### src/rtl/idu_pipe_stage.sv
// Decode-to-execute pipeline register with valid/ready flow control, flush and a stall counter.
// Latency: 1 cycle from in_fire to out_valid. Backpressure: in_ready follows out_ready
// combinationally, or with IDU_PIPE_SKID_BUF_EN defined it is a flop backed by a one-entry skid.
//
// Ports:
//   clk, rst_n                      clock, asynchronous active-low reset
//   flush                           drop stage contents and same-cycle input
//   in_valid/in_ready/in_data/in_ctrl      upstream (IFU) handshake and payloads
//   out_valid/out_ready/out_data/out_ctrl  downstream (EXU) handshake and payloads
//   stall_cnt                       saturating count of cycles with out_valid & ~out_ready
//
// Optional feature macro: IDU_PIPE_SKID_BUF_EN (skid entry, registered in_ready).
// Datapath payload is only written on a load and is never cleared except by reset.
// Control payload is cleared in the registers whenever the entry holding it empties,
// so out_ctrl is 0 in every cycle with out_valid = 0.
module idu_pipe_stage #(
    parameter int DATA_W = 96,
    parameter int CTRL_W = 8,
    parameter int CNT_W  = 16
) (
    input  logic              clk,
    input  logic              rst_n,
    input  logic              flush,
    input  logic              in_valid,
    output logic              in_ready,
    input  logic [DATA_W-1:0] in_data,
    input  logic [CTRL_W-1:0] in_ctrl,
    output logic              out_valid,
    input  logic              out_ready,
    output logic [DATA_W-1:0] out_data,
    output logic [CTRL_W-1:0] out_ctrl,
    output logic [CNT_W-1:0]  stall_cnt
);

    logic in_fire;
    logic out_fire;

    assign in_fire  = in_valid & in_ready;
    assign out_fire = out_valid & out_ready;

    // Stall counter: counts EXU back-pressure cycles, sticks at all-ones, ignores flush.
    always_ff @(posedge clk or negedge rst_n) begin
        if (!rst_n) begin
            stall_cnt <= '0;
        end else if (out_valid && !out_ready && (stall_cnt != {CNT_W{1'b1}})) begin
            stall_cnt <= stall_cnt + {{(CNT_W-1){1'b0}}, 1'b1};
        end
    end

`ifdef IDU_PIPE_SKID_BUF_EN

    typedef enum logic [1:0] {
        S_EMPTY = 2'd0,
        S_ONE   = 2'd1,
        S_TWO   = 2'd2
    } occ_e;

    occ_e              state_q;
    occ_e              state_d;
    logic              in_ready_q;
    logic [DATA_W-1:0] main_data_q;
    logic [CTRL_W-1:0] main_ctrl_q;
    logic [DATA_W-1:0] skid_data_q;
    logic [CTRL_W-1:0] skid_ctrl_q;

    logic ld_main_in;
    logic ld_main_skid;
    logic clr_main;
    logic ld_skid;
    logic clr_skid;

    // in_ready has no path from out_ready; flush forces it high so the
    // redirect-cycle word is always swallowed even when the skid is full.
    assign in_ready  = in_ready_q | flush;
    assign out_valid = (state_q != S_EMPTY);
    assign out_data  = main_data_q;
    assign out_ctrl  = main_ctrl_q;

    always_comb begin
        state_d      = state_q;
        ld_main_in   = 1'b0;
        ld_main_skid = 1'b0;
        clr_main     = 1'b0;
        ld_skid      = 1'b0;
        clr_skid     = 1'b0;
        if (flush) begin
            state_d  = S_EMPTY;
            clr_main = 1'b1;
            clr_skid = 1'b1;
        end else begin
            case (state_q)
                S_EMPTY: begin
                    if (in_fire) begin
                        state_d    = S_ONE;
                        ld_main_in = 1'b1;
                    end
                end
                S_ONE: begin
                    if (in_fire && !out_fire) begin
                        // EXU stalled: park the new word behind the main entry.
                        state_d = S_TWO;
                        ld_skid = 1'b1;
                    end else if (in_fire) begin
                        ld_main_in = 1'b1;
                    end else if (out_fire) begin
                        state_d  = S_EMPTY;
                        clr_main = 1'b1;
                    end
                end
                S_TWO: begin
                    if (out_fire) begin
                        state_d      = S_ONE;
                        ld_main_skid = 1'b1;
                        clr_skid     = 1'b1;
                    end
                end
                default: begin
                    state_d  = S_EMPTY;
                    clr_main = 1'b1;
                    clr_skid = 1'b1;
                end
            endcase
        end
    end

    always_ff @(posedge clk or negedge rst_n) begin
        if (!rst_n) begin
            state_q     <= S_EMPTY;
            in_ready_q  <= 1'b1;
            main_data_q <= '0;
            main_ctrl_q <= '0;
            skid_data_q <= '0;
            skid_ctrl_q <= '0;
        end else begin
            state_q    <= state_d;
            in_ready_q <= (state_d != S_TWO);

            if (ld_main_in) begin
                main_data_q <= in_data;
                main_ctrl_q <= in_ctrl;
            end else if (ld_main_skid) begin
                main_data_q <= skid_data_q;
                main_ctrl_q <= skid_ctrl_q;
            end else if (clr_main) begin
                main_ctrl_q <= '0;
            end

            if (ld_skid) begin
                skid_data_q <= in_data;
                skid_ctrl_q <= in_ctrl;
            end else if (clr_skid) begin
                skid_ctrl_q <= '0;
            end
        end
    end

`else

    logic              vld_q;
    logic [DATA_W-1:0] data_q;
    logic [CTRL_W-1:0] ctrl_q;

    // Accept when empty, when the current word leaves this cycle, or during flush.
    assign in_ready  = flush | ~vld_q | out_ready;
    assign out_valid = vld_q;
    assign out_data  = data_q;
    assign out_ctrl  = ctrl_q;

    always_ff @(posedge clk or negedge rst_n) begin
        if (!rst_n) begin
            vld_q  <= 1'b0;
            data_q <= '0;
            ctrl_q <= '0;
        end else if (flush) begin
            vld_q  <= 1'b0;
            ctrl_q <= '0;
        end else if (in_fire) begin
            // Covers simultaneous out_fire: the new word replaces the departing one.
            vld_q  <= 1'b1;
            data_q <= in_data;
            ctrl_q <= in_ctrl;
        end else if (out_fire) begin
            vld_q  <= 1'b0;
            ctrl_q <= '0;
        end
    end

`endif

endmodule
### config.mk
export PLATFORM = sky130hd
export DESIGN_NAME = idu_pipe_stage
export DESIGN_NICKNAME = d
export VERILOG_FILES = /design/src/rtl/idu_pipe_stage.sv
export SDC_FILE = /design/constraint.sdc
export NUM_CORES = 1
export LEC_CHECK = 0
export CAP_MARGIN = 20
export CELL_PAD_IN_SITES_DETAIL_PLACEMENT = 1
export CELL_PAD_IN_SITES_GLOBAL_PLACEMENT = 1
export CORE_UTILIZATION = 34
export CTS_CLUSTER_DIAMETER = 80
export DETAILED_ROUTE_END_ITERATION = 12
export GPL_TIMING_DRIVEN = 0
export PLACE_DENSITY = 0.93
export SLEW_MARGIN = 20
export SYNTH_ARGS = -nofsm -noshare
export SYNTH_HDL_FRONTEND = slang
export SYNTH_SLANG_ARGS = --single-unit
### constraint.sdc
create_clock -name clk -period 3.4 [get_ports clk]
set_input_delay 0.51 -clock clk [delete_from_list [all_inputs] [get_ports clk]]
set_output_delay 0.51 -clock clk [all_outputs]
set_load 0.005 [all_outputs]
======== Word-level counts from Yosys, hierarchy flattened ========
Cells that the tools add are included.
W data, S select, Z words.
word-level totals
  flip-flop bits (word level) ............. 121
  bits of input ports ..................... 109
  output and inout port bits .............. 122
  logic and storage cells ................. 23
cells by class
  $add $sub $neg .......................... 1
  mux-type cells .......................... 6
  eq/ne operators ......................... 1
  bitwise operators ....................... 6
  reduce and logical (&&, ||, !) cells .... 5
operators by type and width
  cell                     count
  $mux W8                  3
  $add A16 B1 Y16 const B  1
  $ne A16 B16 Y1 const B   1
  $mux W1                  3
  $reduce_bool A3 Y1       1
  $and A1 B1 Y1            2
  $logic_and A1 B1 Y1      2
  $not A1 Y1               2
  $or A1 B1 Y1             2
  $reduce_and A2 Y1        1
  $logic_not A1 Y1         1

======== Longest topological paths before layout ========
  word-level depth ........................ 6
  gate-level depth with buffers ........... 6
  mapped depth without buffers ............ 5

======== Worst setup path before layout ========
Ideal clock, no wire load.
  path type ............................... input-to-reg
  start point ............................. input out_ready
  end point ............................... register data_q[86], in the netlist out_data[86]
  required time ........................... 3273 ps
  path buffers ............................ 3
  setup slack ............................. 1722 ps
  library setup time ...................... 127 ps
  stages .................................. 6
  arrival ................................. 1551 ps
  cell sequence ........................... nor2b_1 -> buf_4 -> nor3b_4 -> buf_6 -> buf_4 -> mux2_1
between the ends
  longest elaborated chain between the ends .. 3
RTL lines
  what                                line  RTL
  start, declared                     29    input logic out_ready,
  $or A1 B1 Y1                        164   assign in_ready = flush | ~vld_q | out_ready;
  $and A1 B1 Y1                       38    assign in_fire = in_valid & in_ready;
  $reduce_and A2 Y1 (no source line)  --
  end signal, assigned                180   data_q <= in_data;
  end, declared                       160   logic [DATA_W-1:0] data_q;
Every way passes these cells.
A chain may end at the register's enable or synchronous reset.

======== Worst setup path in the final report ========
  start point ............................. input out_ready
  end point ............................... output in_ready
between the ends
  longest elaborated chain between the ends .. 1
RTL lines
  what           line  RTL
  $or A1 B1 Y1   164
  end, declared  25    output logic in_ready,
Every way passes these cells.

==> flow_summary_export.csv <==
group,metric,value,unit
logic_synthesis,async_flop_share,100,%
clocking,htree_levels,4,
critical_path,worstSetupStartpointType,"primary input",
sta,skew,0.00540,ns
global_routing,grt_overflow,0,
sta,finalCriticalPeriod,2.29,ns
cells_and_area,diodes,0,
logic_synthesis,synth.avg_cell_area,15.7,um^2
route,via_per_inst,4.72,
placed_design,io_buffers,230,
clocking,cts_max_path_buffers,2,
logic_synthesis,netlist_area,4710,um^2
cells_and_area,nets,660,
clocking,postCtsSetupBuffers,0,
route,ant_nets,0,
route,finalWirelength,13.8,mm
die,die_x,120,um
global_routing,grt_pass1_vias,3994,
cells_and_area,syn2layout_area_growth,65.2,%
clocking,ctsResizeCount,0,
pwr,p_per_area,564,nW/um^2
clocking,cts_sinks,121,
critical_path,critPathMaxFanout,8,
route,wl_per_cell,18.8,um
die,fp.coreArea,13400,um^2
die,start_util,35.2,%
pwr,total_leakage_power,3.28,nW
die,dieArea,14300,um^2
worst_hold_path,hp-class,"primary input to asynchronous set/reset pin",
global_routing,antenna_found_initial,0,
die,fp-row-count,42,
critical_path,criticalPathCategory,"primary input to primary output",
clocking,hold_buffers,0,
logic_synthesis,synth_compound_area_share,1.88,%
logic_synthesis,yosysWarnings,0,
sta,maxSlewViolCount,0,
global_routing,grt_pass1_wl,22.3,mm
sta,fmax,0.436,GHz
cells_and_area,fin_area,7780,um^2
critical_path,cp_data_required_time,2.89,ns
global_routing,grt_usage,20.7,%
clocking,cts_tree,"done",
sta,tightest_slew,0.690,ns
die,chipHeight,120,um
route,drt_iter0_drc,76,
cells_and_area,final_cells,738,
sta,fin_crit_sh,67.5,%
logic_synthesis,synth_top_family_by_area,"multiplexers",
flow_run,drv_cap,0,
route,first_pass_iters,4,
die,pin_count,231,
sta,rsz0062_at_grt,"no",
cells_and_area,drive_above_1_share,16.2,%
logic_synthesis,synth_nets,410,
logic_synthesis,synth_ff_type,"dfrtp_1",
critical_path,crit_path_end_kind,"primary output",
logic_synthesis,ys_ff_latch,121,
clocking,cts-root-buf,"clkbuf_16",
pwr,vdd_drop_max,0.277,mV
logic_synthesis,synth_xor_area_share,2.23,%
run_status,status,"finished, final reports clean",
placed_design,hpwl,10.4,mm
sta,finalHoldViolations,0,
critical_path,cp_data_arrival_time,1.78,ns
logic_synthesis,synth_cells,300,
clocking,clkSlewWorstSetupHoldPaths,0.05,ns
logic_synthesis,synth_cell_types,29,
logic_synthesis,synthSimpleGateAreaFrac,5.65,%
global_routing,grt_max_degree,81,
logic_synthesis,synth_edf_count,0,
placed_design,gp_congestion,0.713,
placed_design,dpl_cell_area,7260,um^2
route,drc_errors,0,
sta,setup_viol,0,
sta,slew_headroom,53.8,%
logic_synthesis,muxShareOfSynthArea,23.4,%
clocking,insertion_delay,0.41,ns
logic_synthesis,synthAdderAreaFrac,0.265,%
placed_design,place_inst,707,
clocking,numCtsBuffers,17,
logic_synthesis,yosysSeqAreaShare,64.2,%
route,num_vias,3480,
-- worst max-delay path: stages --
cell	delay [ns]
clkdlybuf4s50_1	0.48
nor2b_1	0.05
buf_4	0.16
nand2b_1	0.07
clkdlybuf4s50_1	0.51
-- sequential cells by signal (all words and copies together), names as in the netlist --
name,count
out_ctrl,8
out_data,96
out_valid,1
stall_cnt,16
-- layout by cell type, fill, tap and decap left out, types with 2 or more instances in the layout --
cell	instances
clkdlybuf4s50_1	229
dfrtp_1	121
mux2_1	52
mux2_2	45
clkbuf_16	17
xor2_1	11
nor2_1	8
a22o_1	8
buf_6	7
nor3_1	7
clkinv_2	7
nand4_1	6
nand2_1	5
buf_2	4
clkbuf_1	4
buf_4	3
nand3_1	3
nor4_1	3
nand2b_1	2
nor4_2	2
and3_1	2
clkinvlp_4	2
-- layout make-up --
cell class              count  area, um^2
well taps                 176         220
fillers                  1297        5620
clock buffers              21         440
multi-input cells         166        1580
flip-flops and latches    121        3030
repair buffers            231        2330
plain buffers              13         110
clock inverters            10        80.1
-- worst paths after layout --
kind	to	slack [ns]	cells after the start	from
worst min register to register	out_data[40]$_DFFE_PN0P_	0.48	1	out_data[40]$_DFFE_PN0P_
min in group clk	out_data[40]$_DFFE_PN0P_	0.48	1	out_data[40]$_DFFE_PN0P_
max in group asynchronous	out_data[88]$_DFFE_PN0P_	2.61	2	rst_n
worst min-delay path	out_data[83]$_DFFE_PN0P_	0.02	1	rst_n
worst max register to register	out_data[87]$_DFFE_PN0P_	1.51	6	out_valid$_DFFE_PN0P_
worst max-delay path	in_ready	1.11	5	out_ready
-- cell usage after synthesis, types with 2 or more instances --
library cell,instances,area [um^2]
a22o_1,8,70.1
and3_1,2,12.5
buf_2,4,20.0
buf_4,3,22.5
buf_6,6,67.6
dfrtp_1,121,3030
mux2_1,52,586
mux2_2,45,507
nand2_1,5,18.8
nand2b_1,2,12.5
nand3_1,3,15.0
nand4_1,6,37.5
nor2_1,8,30.0
nor3_1,7,35.0
nor4_1,3,18.8
nor4_2,2,25.0
xor2_1,11,96.3
-- per-stage QoR --
step | power (mW) | setup TNS (ns) | util, % | hold WS [ns] | setup slack, ns
3_5_place_dp | 2.83 | 0 | 54.2 | 0.460 | 0.941
6_report | 4.39 | 0 | 58.1 | 0.0195 | 1.11
3_3_place_gp | 2.76 | -323.43 | 54.0 | 0.467 | -2.68
2_1_floorplan | 2.09 | 0 | - | 0.214 | 1.72
4_1_cts | 4.46 | 0 | 58.1 | 0.0156 | 1.09
5_1_grt | 4.60 | 0 | 58.1 | 0.0358 | 1.02
-- power breakdown --
group | total (mW) | switching (mW) | internal (mW)
combinational | 0.966 | 0.299 | 0.667
sequential | 1.83 | 0.160 | 1.67
clock | 1.59 | 0.605 | 0.987
total | 4.39 | 1.06 | 3.33
-- routing by layer --
metal  part of all wire [%]  routed length [um]  global-route usage [%]  vias up
li1                       -                   -                       -     1580
met1                     38                5280                    22.4     1722
met2                     53                7340                    36.8      158
met3                    7.1                 987                    7.60       20
met4                    1.7                 237                    7.81        0
met5                      0                   0                       0        -
-- kinds of logic after synthesis --
family                     Yosys count
DFF                                121
buffers and inverters               13
muxes                               98
xor gates and xnor gates            12
adders and majority gates            1
AOI/OAI and AO/OA                   11
and+or+nand+nor                     44
Note: power is estimated with default switching activity, not from simulation.
